$ cat config.mk
export PLATFORM = sky130hd
export DESIGN_NAME = fifo_salida_arb
export DESIGN_NICKNAME = d
export VERILOG_FILES = /design/src/rtl/fifo_salida_arb.sv
export SDC_FILE = /design/constraint.sdc
export NUM_CORES = 1
export LEC_CHECK = 0
export ABC_CLOCK_PERIOD_IN_PS = 3600
export CELL_PAD_IN_SITES_DETAIL_PLACEMENT = 0
export CELL_PAD_IN_SITES_GLOBAL_PLACEMENT = 1
export CORE_ASPECT_RATIO = 0.7
export CORE_MARGIN = 8
export CORE_UTILIZATION = 49
export DETAILED_ROUTE_END_ITERATION = 10
export GPL_TIMING_DRIVEN = 0
export PLACE_DENSITY_LB_ADDON = 0.1
export SYNTH_ARGS = -nofsm -noshare
export SYNTH_HDL_FRONTEND = slang
export SYNTH_SLANG_ARGS = --single-unit
export TNS_END_PERCENT = 20
$ cat constraint.sdc
create_clock -name clk -period 3.6 [get_ports clk]
set_clock_uncertainty 0.1 [all_clocks]
set_input_delay 0.72 -clock clk [delete_from_list [all_inputs] [get_ports clk]]
set_output_delay 0.72 -clock clk [all_outputs]
set_load 0.02 [all_outputs]
$ cat src/rtl/fifo_salida_arb.sv
// Synchronous FIFO buffering one output lane of the 4-way arbiter.
// Registered pop/valid read port; status flags decoded from the occupancy count.
module fifo_salida_arb #(
    parameter int WORD_SIZE = 12,
    parameter int PTR_SIZE  = 3
) (
    input  logic                 clk,
    input  logic                 reset,
    input  logic                 push,
    input  logic [WORD_SIZE-1:0] data_in,
    input  logic                 pop,
    input  logic [PTR_SIZE:0]    umbral_af,
    input  logic [PTR_SIZE:0]    umbral_ae,
    output logic [WORD_SIZE-1:0] data_out,
    output logic                 valid_out,
    output logic                 fifo_empty,
    output logic                 fifo_full,
    output logic                 almost_full,
    output logic                 almost_empty,
    output logic                 error
);

    localparam int DEPTH = 1 << PTR_SIZE;
    localparam logic [PTR_SIZE:0]   FULL_CNT = {1'b1, {PTR_SIZE{1'b0}}};
    localparam logic [PTR_SIZE:0]   CNT_ONE  = {{PTR_SIZE{1'b0}}, 1'b1};
    localparam logic [PTR_SIZE-1:0] PTR_ONE  = {{(PTR_SIZE-1){1'b0}}, 1'b1};

    logic [WORD_SIZE-1:0] mem [DEPTH];
    logic [PTR_SIZE-1:0]  wr_ptr;
    logic [PTR_SIZE-1:0]  rd_ptr;
    logic [PTR_SIZE:0]    count;
    logic                 push_ok;
    logic                 pop_ok;

    // A pop on a full FIFO frees a slot in the same cycle, so the push is still taken.
    assign pop_ok  = pop && (count != '0);
    assign push_ok = push && ((count != FULL_CNT) || pop_ok);

    assign fifo_empty   = (count == '0);
    assign fifo_full    = (count == FULL_CNT);
    assign almost_full  = (count >= umbral_af);
    assign almost_empty = (count <= umbral_ae);

    // NOTE: the storage array has no reset; stale words are unreachable once the pointers clear.
    always_ff @(posedge clk) begin
        if (push_ok && !reset) begin
            mem[wr_ptr] <= data_in;
        end
    end

    // NOTE: state registers use non-blocking assignments so every update sees pre-edge values.
    always_ff @(posedge clk) begin
        if (reset) begin
            count     <= '0;
            wr_ptr    <= '0;
            rd_ptr    <= '0;
            data_out  <= '0;
            valid_out <= 1'b0;
            error     <= 1'b0;
        end else begin
            valid_out <= pop_ok;
            if (pop_ok) begin
                data_out <= mem[rd_ptr];
                rd_ptr   <= rd_ptr + PTR_ONE;
            end
            if (push_ok) begin
                wr_ptr <= wr_ptr + PTR_ONE;
            end
            case ({push_ok, pop_ok})
                2'b10:   count <= count + CNT_ONE;
                2'b01:   count <= count - CNT_ONE;
                default: count <= count;
            endcase
            // Sticky until reset: any dropped push or empty pop.
            if ((push && !push_ok) || (pop && !pop_ok)) begin
                error <= 1'b1;
            end
        end
    end

endmodule
# Word level (Yosys, flattened, before mapping)
# Memory sizes are Yosys's and may differ from the RTL's. A register that Yosys moved wholly into a read port is not among the register bits.
# Cells that the tools add are included.
# word_totals
ff_bits,12
mem_bits_rw,96
inputBits,24
out_inout_bits,18
wordCells,32
memories,1
# mem_list
memory,depth,width,rd,rd_clocked_by_memory_dff,write_ports,line_no,rtl
mem,8,12,1,1,1,28,logic [WORD_SIZE-1:0] mem [DEPTH];
# classes
n_addsub,4
order_cmp,2
n_eq_ne,4
muxes,3
reduce_logical,13
# op_table
cell,count
4-bit case mux with 2 select lines,1
3-bit by 1-bit adder with 3-bit output (second input constant),2
1-bit logical AND,5
4-bit by 1-bit adder with 4-bit output (second input constant),1
4-bit equality test (second input constant),1
4-bit >= comparator,1
4-bit less-or-equal comparator,1
4-bit zero test,1
4-bit inequality test (second input constant),1
4-bit nonzero test,1
4-bit by 1-bit subtractor with 4-bit output (second input constant),1
1-bit zero test,3
2-bit by 1-bit equality test with 1-bit output (second input constant),1
2-bit equality test (second input constant),1
1-bit logical OR,2
1-bit 2-to-1 mux,2
2-bit nonzero test,1

# Depth between registers and ports, before layout
# Gate-level depths: netlist of the first run.
# logic_depth
ltp_word,7
ltp_mapped,10

# Least setup slack after synthesis of the first run
# Ideal clock, no wire load.
# synth_path
path_kind,input -> register
startpoint,in push
endpoint,mem mem[0][0] (enable)
setup_ns,0.417
t_arrival_ns,2.528
required_time_ns,3.083
slack_ns,0.555
path_stages,3
path_buffers,1
path_cell_list,clkbuf_1 -> o21ai_4 -> nor4b_1
# synth_between
elab_chain_cells,4
# synth_lines
element,line_no,rtl
"start, declared",9,"input logic push,"
1-bit logical AND,37,assign push_ok = push && ((count != FULL_CNT) || pop_ok);
1-bit logical AND,46,if (push_ok && !reset) begin
1-bit 2-to-1 mux,46,
1-bit 2-to-1 mux (not written as such),47,mem[wr_ptr] <= data_in;
"end, declared",28,
# No other way between the ends.

# Final worst setup path of the first run
# layout_path
startpoint,in umbral_af[0]
endpoint,out almost_full
# layout_between
elab_chain_cells,1
# layout_lines
element,line_no,rtl
"start, declared",12,"input logic [PTR_SIZE:0] umbral_af,"
4-bit >= comparator,41,assign almost_full = (count >= umbral_af);
"end, declared",18,"output logic almost_full,"
# No other way between the ends.

==> flow_summary_export.csv, run 1 <==
group,metric,value,unit
run_status,status,"complete, no violations",
setup_path,critPathCaptureType,"output pin",
floorplanning,die_area,0.0137,sq mm
floorplanning,fp.dieW,137,um
yosys,synth_edf_count,96,
final_layout,area_growth,26.3,%
route,drc,0,
power_and_ir_drop,cellLeakagePower,2.15,nW
yosys,synthFlopType,"edfxtp_1",
route,viasPerCell,5.55,
yosys,synth-compound-area-share,6.04,%
yosys,yosys_warnings,0,
yosys,yosys.area.top_type,"edfxtp_1",
floorplanning,num_rows,30,
min_path,min_path_cells,2,
final_layout,fin_nets,398,
yosys,ys_seq_elements,120,
timing,fin_crit_sh,94.9,%
yosys,synth_top_family_by_area,"multiplexers",
yosys,synth_mux_area_share,13.8,%
yosys,synthTopCellsByArea,"edfxtp_1 58%, mux4_2 11%, dfxtp_1 9.6%",
yosys,synth_fa_ha_area_share,3.41,%
grt,grt_pass1_wl,16.2,mm
setup_path,path_class,"in -> out",
final_layout,instances_no_fill,502,
setup_path,worst_setup_path_start_kind,"primary input",
clocking,cts-buffers-inserted,17,
clocking,cts_tree,"yes",
clocking,cts_root_buffer,"clkbuf_16",
place,gp_congestion,0.702,
route,ant_nets,0,
floorplanning,start_util,50.9,%
timing,period_minus_slack,3420,ps
yosys,async_reset_ff_share,0,%
setup_path,worstReg2RegEnd,"count[3]$_SDFFE_PP0P_",
place,dpl.hpwl,6.76,mm
yosys,synth_area_per_cell,16.9,sq um
clocking,h-tree-depth,4,
place,place_area,0.00564,sq mm
final_layout,final_util,64.4,%
yosys,synth_commonest_cells,"96 x edfxtp_1, 29 x nor2_1, 24 x dfxtp_1, 24 x mux4_2, 15 x mux2i_1",
grt,grt-ovfl-total,0,
clocking,worstSkewPairLatency,410,ps
yosys,synth-xor-area-share,1.23,%
setup_path,path_max_fanout,1,
timing,worst_pin_slew,868,ps
route,wl_per_cell,20.9,um
route,routed_wl,10.5,mm
clocking,clock_path_buffers,2,
setup_path,r2r_start,"count[3]$_SDFFE_PP0P_",
final_layout,num_antenna_cells,0,
route,vias,2786,
min_path,worstHoldStart,"error$_SDFFE_PP0P_",
grt,grt_usage,16.5,%
yosys,ys_seq_area_share,67.4,%
place,dp_cells,470,
clocking,clkTransAtPathRegs,60,ps
min_path,holdPathEnd,"error$_SDFFE_PP0P_",
route,first_pass_iters,5,
yosys,synthesis.nets,332,
grt,antenna_found_initial,0,
final_layout,drive_gt1_share,23.3,%
setup_path,cp.arrival,2600,ps
place,port_buffers,40,
setup_path,cp.required,2780,ps
grt,grt_max_degree,17,
flow_run,maxCapViolations,0,
yosys,synth_area,0.00499,sq mm
yosys,ys_types,43,
yosys,netlist_instances,295,
yosys,synth.top_cell.area_share,57.8,%
timing,max_slew_margin,42.1,%
yosys,yosysMostFrequentCell,"edfxtp_1",
power_and_ir_drop,vdd_drop_max,0.000600,V
timing,hold_viol_final,0,
final_layout,final_area,0.00631,sq mm
clocking,clock-sinks,120,
floorplanning,core,0.00980,sq mm
min_path,hp-class,"reg -> reg",
yosys,yosys.area_share.simple,4.91,%
setup_path,reg2regPathDepth,10,
timing,rsz0062_at_grt,"no",
timing,slew_violations,0,
route,drt_iter0_markers,190,
timing,finalSetupViolCount,0,
grt,grt_pass1_vias,2929,
power_and_ir_drop,p_per_area,782,mW/mm^2
floorplanning,die_y,100,um
floorplanning,num_io_pins,42,
setup_path,r2r_slack,950,ps
timing,fmax,293,MHz
power_and_ir_drop,p_total,4.93,mW
-- where the power goes --
part | switching [mW] | internal [mW]
Combinational | 0.700 | 0.677
Clock | 0.617 | 1.23
Sequential | 0.0893 | 1.62
-- repair_timing --
item                                    CTS  global route
endpoints found under the setup margin    0             1
hold buffers                              0             0
gates resized for setup                   0             1
setup buffers                             0             0
-- final cells by class --
| cell class | count | area [sq um] |
|---|---|---|
| Clock buffer | 18 | 429 |
| Clock inverter | 14 | 224 |
| Inverter | 10 | 37.5 |
| Sequential cell | 120 | 3360 |
| Timing Repair Buffer | 47 | 467 |
| Fill cell | 681 | 3490 |
| Tap cell | 128 | 160 |
| Buffer | 17 | 121 |
| Multi-Input combinational cell | 148 | 1500 |
-- through the flow --
stage	hold slack [ps]	setup WS [ps]	TNS (ps)
2_1_floorplan	460	555	0
3_3_place_gp	350	-1440	-51180
3_5_place_dp	366	0.949	0
4_1_cts	380	37.8	0
5_1_grt	421	101	0
6_report	369	185	0
-- worst max-delay path, stage by stage --
cell and delay [ps]:
clkdlybuf4s50_1 410, ha_1 280, nand2b_1 140, a21o_1 170
a21o_1 180, a21o_1 170, clkdlybuf4s50_1 530
-- flip-flops by register name (all words and copies together), names as in the netlist --
register,flops
count,4
data_out,12
error,1
mem,96
rd_ptr,3
valid_out,1
wr_ptr,3
-- cells in the final DEF (no fill, tap or decap), types with 9 or more instances in the layout --
| cell type | netlist | final |
|---|---|---|
| clkdlybuf4s50_1 | 0 | 39 |
| clkbuf_16 | 0 | 17 |
| mux4_2 | 24 | 24 |
| a211oi_1 | 13 | 13 |
| inv_1 | 10 | 10 |
| mux2i_1 | 15 | 15 |
| ha_1 | 12 | 12 |
| nor2_1 | 29 | 26 |
| buf_6 | 6 | 9 |
| dfxtp_1 | 24 | 24 |
| edfxtp_1 | 96 | 96 |
-- how the worst max path moves through the flow --
stage	start	end	slack [ps]	depth (start not counted)
floorplan	push	mem[0][0]$_DFFE_PP_	560	3
CTS	umbral_ae[1]	almost_empty	40	8
global placement	push	mem[0][0]$_DFFE_PP_	-1440	4
detailed placement	push	mem[7][0]$_DFFE_PP_	0.9	4
finish	umbral_af[0]	almost_full	180	7
global route	umbral_af[0]	almost_full	100	7
-- metal layers --
| metal | track usage (%) | share of wire (%) |
|---|---|---|
| met1 | 21.5 | 47 |
| met2 | 24.9 | 47 |
| met3 | 5.64 | 5.2 |
| met4 | 6.31 | 1.3 |
| met5 | 0 | 0 |
-- logic make-up (layout without fill, tap and decap cells) --
group | after synthesis | after routing
mux | 39 | 39
xor+xnor | 7 | 7
simple gates | 52 | 52
compound gates | 37 | 37
buf+inv | 27 | 106
fa+ha+maj | 13 | 13
flops | 120 | 120
No activity file was read; power rests on OpenSTA's default activity.
==> inputs of run 2 (changes only) <==
SKIP_CTS_REPAIR_TIMING = 1   (was not set)
==> results of run 2 <==
No change in the layout: final DEF, timing and power equal those of run 1.
==> inputs of run 3 (changes only) <==
CAP_MARGIN = 20   (was not set)
==> flow_summary_export.csv, run 3 (synthesized netlist as in run 1, its figures left out) <==
group,metric,value,unit
run_status,status,"complete, no violations",
route,routed_wl,10.4,mm
setup_path,cp.arrival,2600,ps
floorplanning,start_util,50.9,%
grt,grt_util_met1,21.1,%
final_layout,fin_nets,401,
floorplanning,fp.dieW,137,um
floorplanning,num_rows,30,
setup_path,worstPathCellList,"clkdlybuf4s50_1, ha_1, nand2b_1, a21o_1, a21o_1, a21o_1, clkdlybuf4s50_1",
floorplanning,num_io_pins,42,
clocking,clkTransAtPathRegs,50,ps
grt,grt_max_degree,17,
final_layout,largest_register,"mem",
power_and_ir_drop,p_int,3.47,mW
floorplanning,die_area,0.0137,sq mm
final_layout,top_regs,"mem x96, data_out x12, count x4",
grt,grt-ovfl-total,0,
power_and_ir_drop,cellLeakagePower,2.16,nW
route,first_pass_iters,4,
grt,antenna_found_initial,0,
final_layout,num_antenna_cells,0,
min_path,hp-class,"reg -> reg",
final_layout,instances_no_fill,505,
setup_path,critPathCaptureType,"output pin",
place,pre_cts_ws,33.7,ps
timing,rsz0062_at_grt,"no",
setup_path,path_class,"in -> out",
grt,grt_pass1_wl,16.3,mm
setup_path,max_stage_delay,530,ps
timing,final.setup.tns,0,ps
final_layout,mostFrequentLayoutCell,"edfxtp_1",
clocking,cts_root_buffer,"clkbuf_16",
setup_path,worst_setup_path_start_kind,"primary input",
timing,max_slew_margin,42.5,%
route,vias,2780,
final_layout,area_growth,26.2,%
power_and_ir_drop,p_clk_share,36.4,%
timing,fmax,293,MHz
final_layout,fill_cells,687,
grt,use_met2,25.0,%
clocking,h-tree-depth,4,
timing,hold_viol_final,0,
setup_path,cp.required,2780,ps
timing,worst_pin_slew,859,ps
route,wl_per_cell,20.7,um
clocking,clock_path_buffers,2,
power_and_ir_drop,p_per_area,769,mW/mm^2
place,dpl.hpwl,7.06,mm
grt,grt_pass1_vias,2902,
final_layout,multi_input_area,0.00150,sq mm
route,drt_iter0_markers,209,
floorplanning,die_y,100,um
final_layout,largest_reg_flops,96,
place,gp_congestion,0.702,
place,port_buffers,40,
setup_path,cp_slowest_cell,"clkdlybuf4s50_1",
route,viasPerCell,5.50,
timing,finalWorstSetupSlack,182,ps
route,ant_nets,0,
power_and_ir_drop,seqPwrFrac,35.2,%
power_and_ir_drop,comb_power_share,28.4,%
setup_path,cpMostUsedCell,"a21o_1",
place,dp_cells,473,
route,drc,0,
power_and_ir_drop,vdd_drop_max,0.000424,V
clocking,cts_tree,"yes",
final_layout,drive_gt1_share,22.8,%
timing,slew_violations,0,
clocking,clock-sinks,120,
grt,busiest_layer,"met2",
flow_run,maxCapViolations,0,
grt,use_met3,6.24,%
timing,fin_crit_sh,95.0,%
final_layout,seqCellArea,0.00336,sq mm
clocking,cts-buffers-inserted,17,
power_and_ir_drop,p_sw_share,28.5,%
timing,whs,374,ps
timing,period_minus_slack,3420,ps
setup_path,path_max_fanout,1,
power_and_ir_drop,net-switching-power,1.38,mW
final_layout,most-common-layout-cells,"96 x edfxtp_1, 39 x clkdlybuf4s50_1, 29 x nor2_1",
timing,finalSetupViolCount,0,
floorplanning,core,0.00980,sq mm
grt,grt_usage,16.6,%
clocking,worstSkewPairLatency,420,ps
-- run 3: area by class of cell --
class / instances / share of cell area (%)
plain buffers: 17 / 1.93
clock buffers: 19 / 7.03
clock inverters: 13 / 2.84
inverters: 10 / 0.596
multi-input cells: 148 / 23.7
flip-flops and latches: 120 / 53.4
well taps: 128 / 2.54
repair buffers: 50 / 7.94
-- run 3: critical path: cells and delay by family --
kind	cells	cell delay [ps]
AOI/OAI and AO/OA	3	520
adders and majority gates	1	280
buffers and inverters	2	940
and+or+nand+nor	1	140
-- run 3: path summary, 6_finish.rpt --
path                                            start                     to  slack [ps]  depth (start not counted)
worst max-delay path                     umbral_af[0]            almost_full         180                          7
worst min register to register     error$_SDFFE_PP0P_     error$_SDFFE_PP0P_         370                          2
worst max register to register  count[3]$_SDFFE_PP0P_  count[3]$_SDFFE_PP0P_         960                         10
worst min-delay path               error$_SDFFE_PP0P_     error$_SDFFE_PP0P_         370                          2
-- run 3: through the flow --
step	power, mW	area, sq um	util, %
after detailed placement	3.13	5680	57.9
after CTS	4.89	6300	64.3
after floorplan	2.67	4990	-
after global placement	3.10	5550	56.7
after global routing	5.08	6300	64.3
final	4.85	6300	64.3
-- run 3: per-layer routing --
metal  routed length, um  share of wire [%]  vias up
li1                    -                  -     1292
met1                4670                 45     1406
met2                4950                 47       75
met3                 736                7.1        7
met4                  72               0.69        0
met5                   0                  0        -
-- run 3: power by group through the flow --
stage | Combinational (mW) | Clock (mW) | Sequential, mW
after floorplan | 0.885 | 0 | 1.79
after global placement | 1.36 | 0 | 1.73
after detailed placement | 1.39 | 0 | 1.74
after CTS | 1.40 | 1.79 | 1.71
after global routing | 1.51 | 1.85 | 1.72
final | 1.38 | 1.76 | 1.71
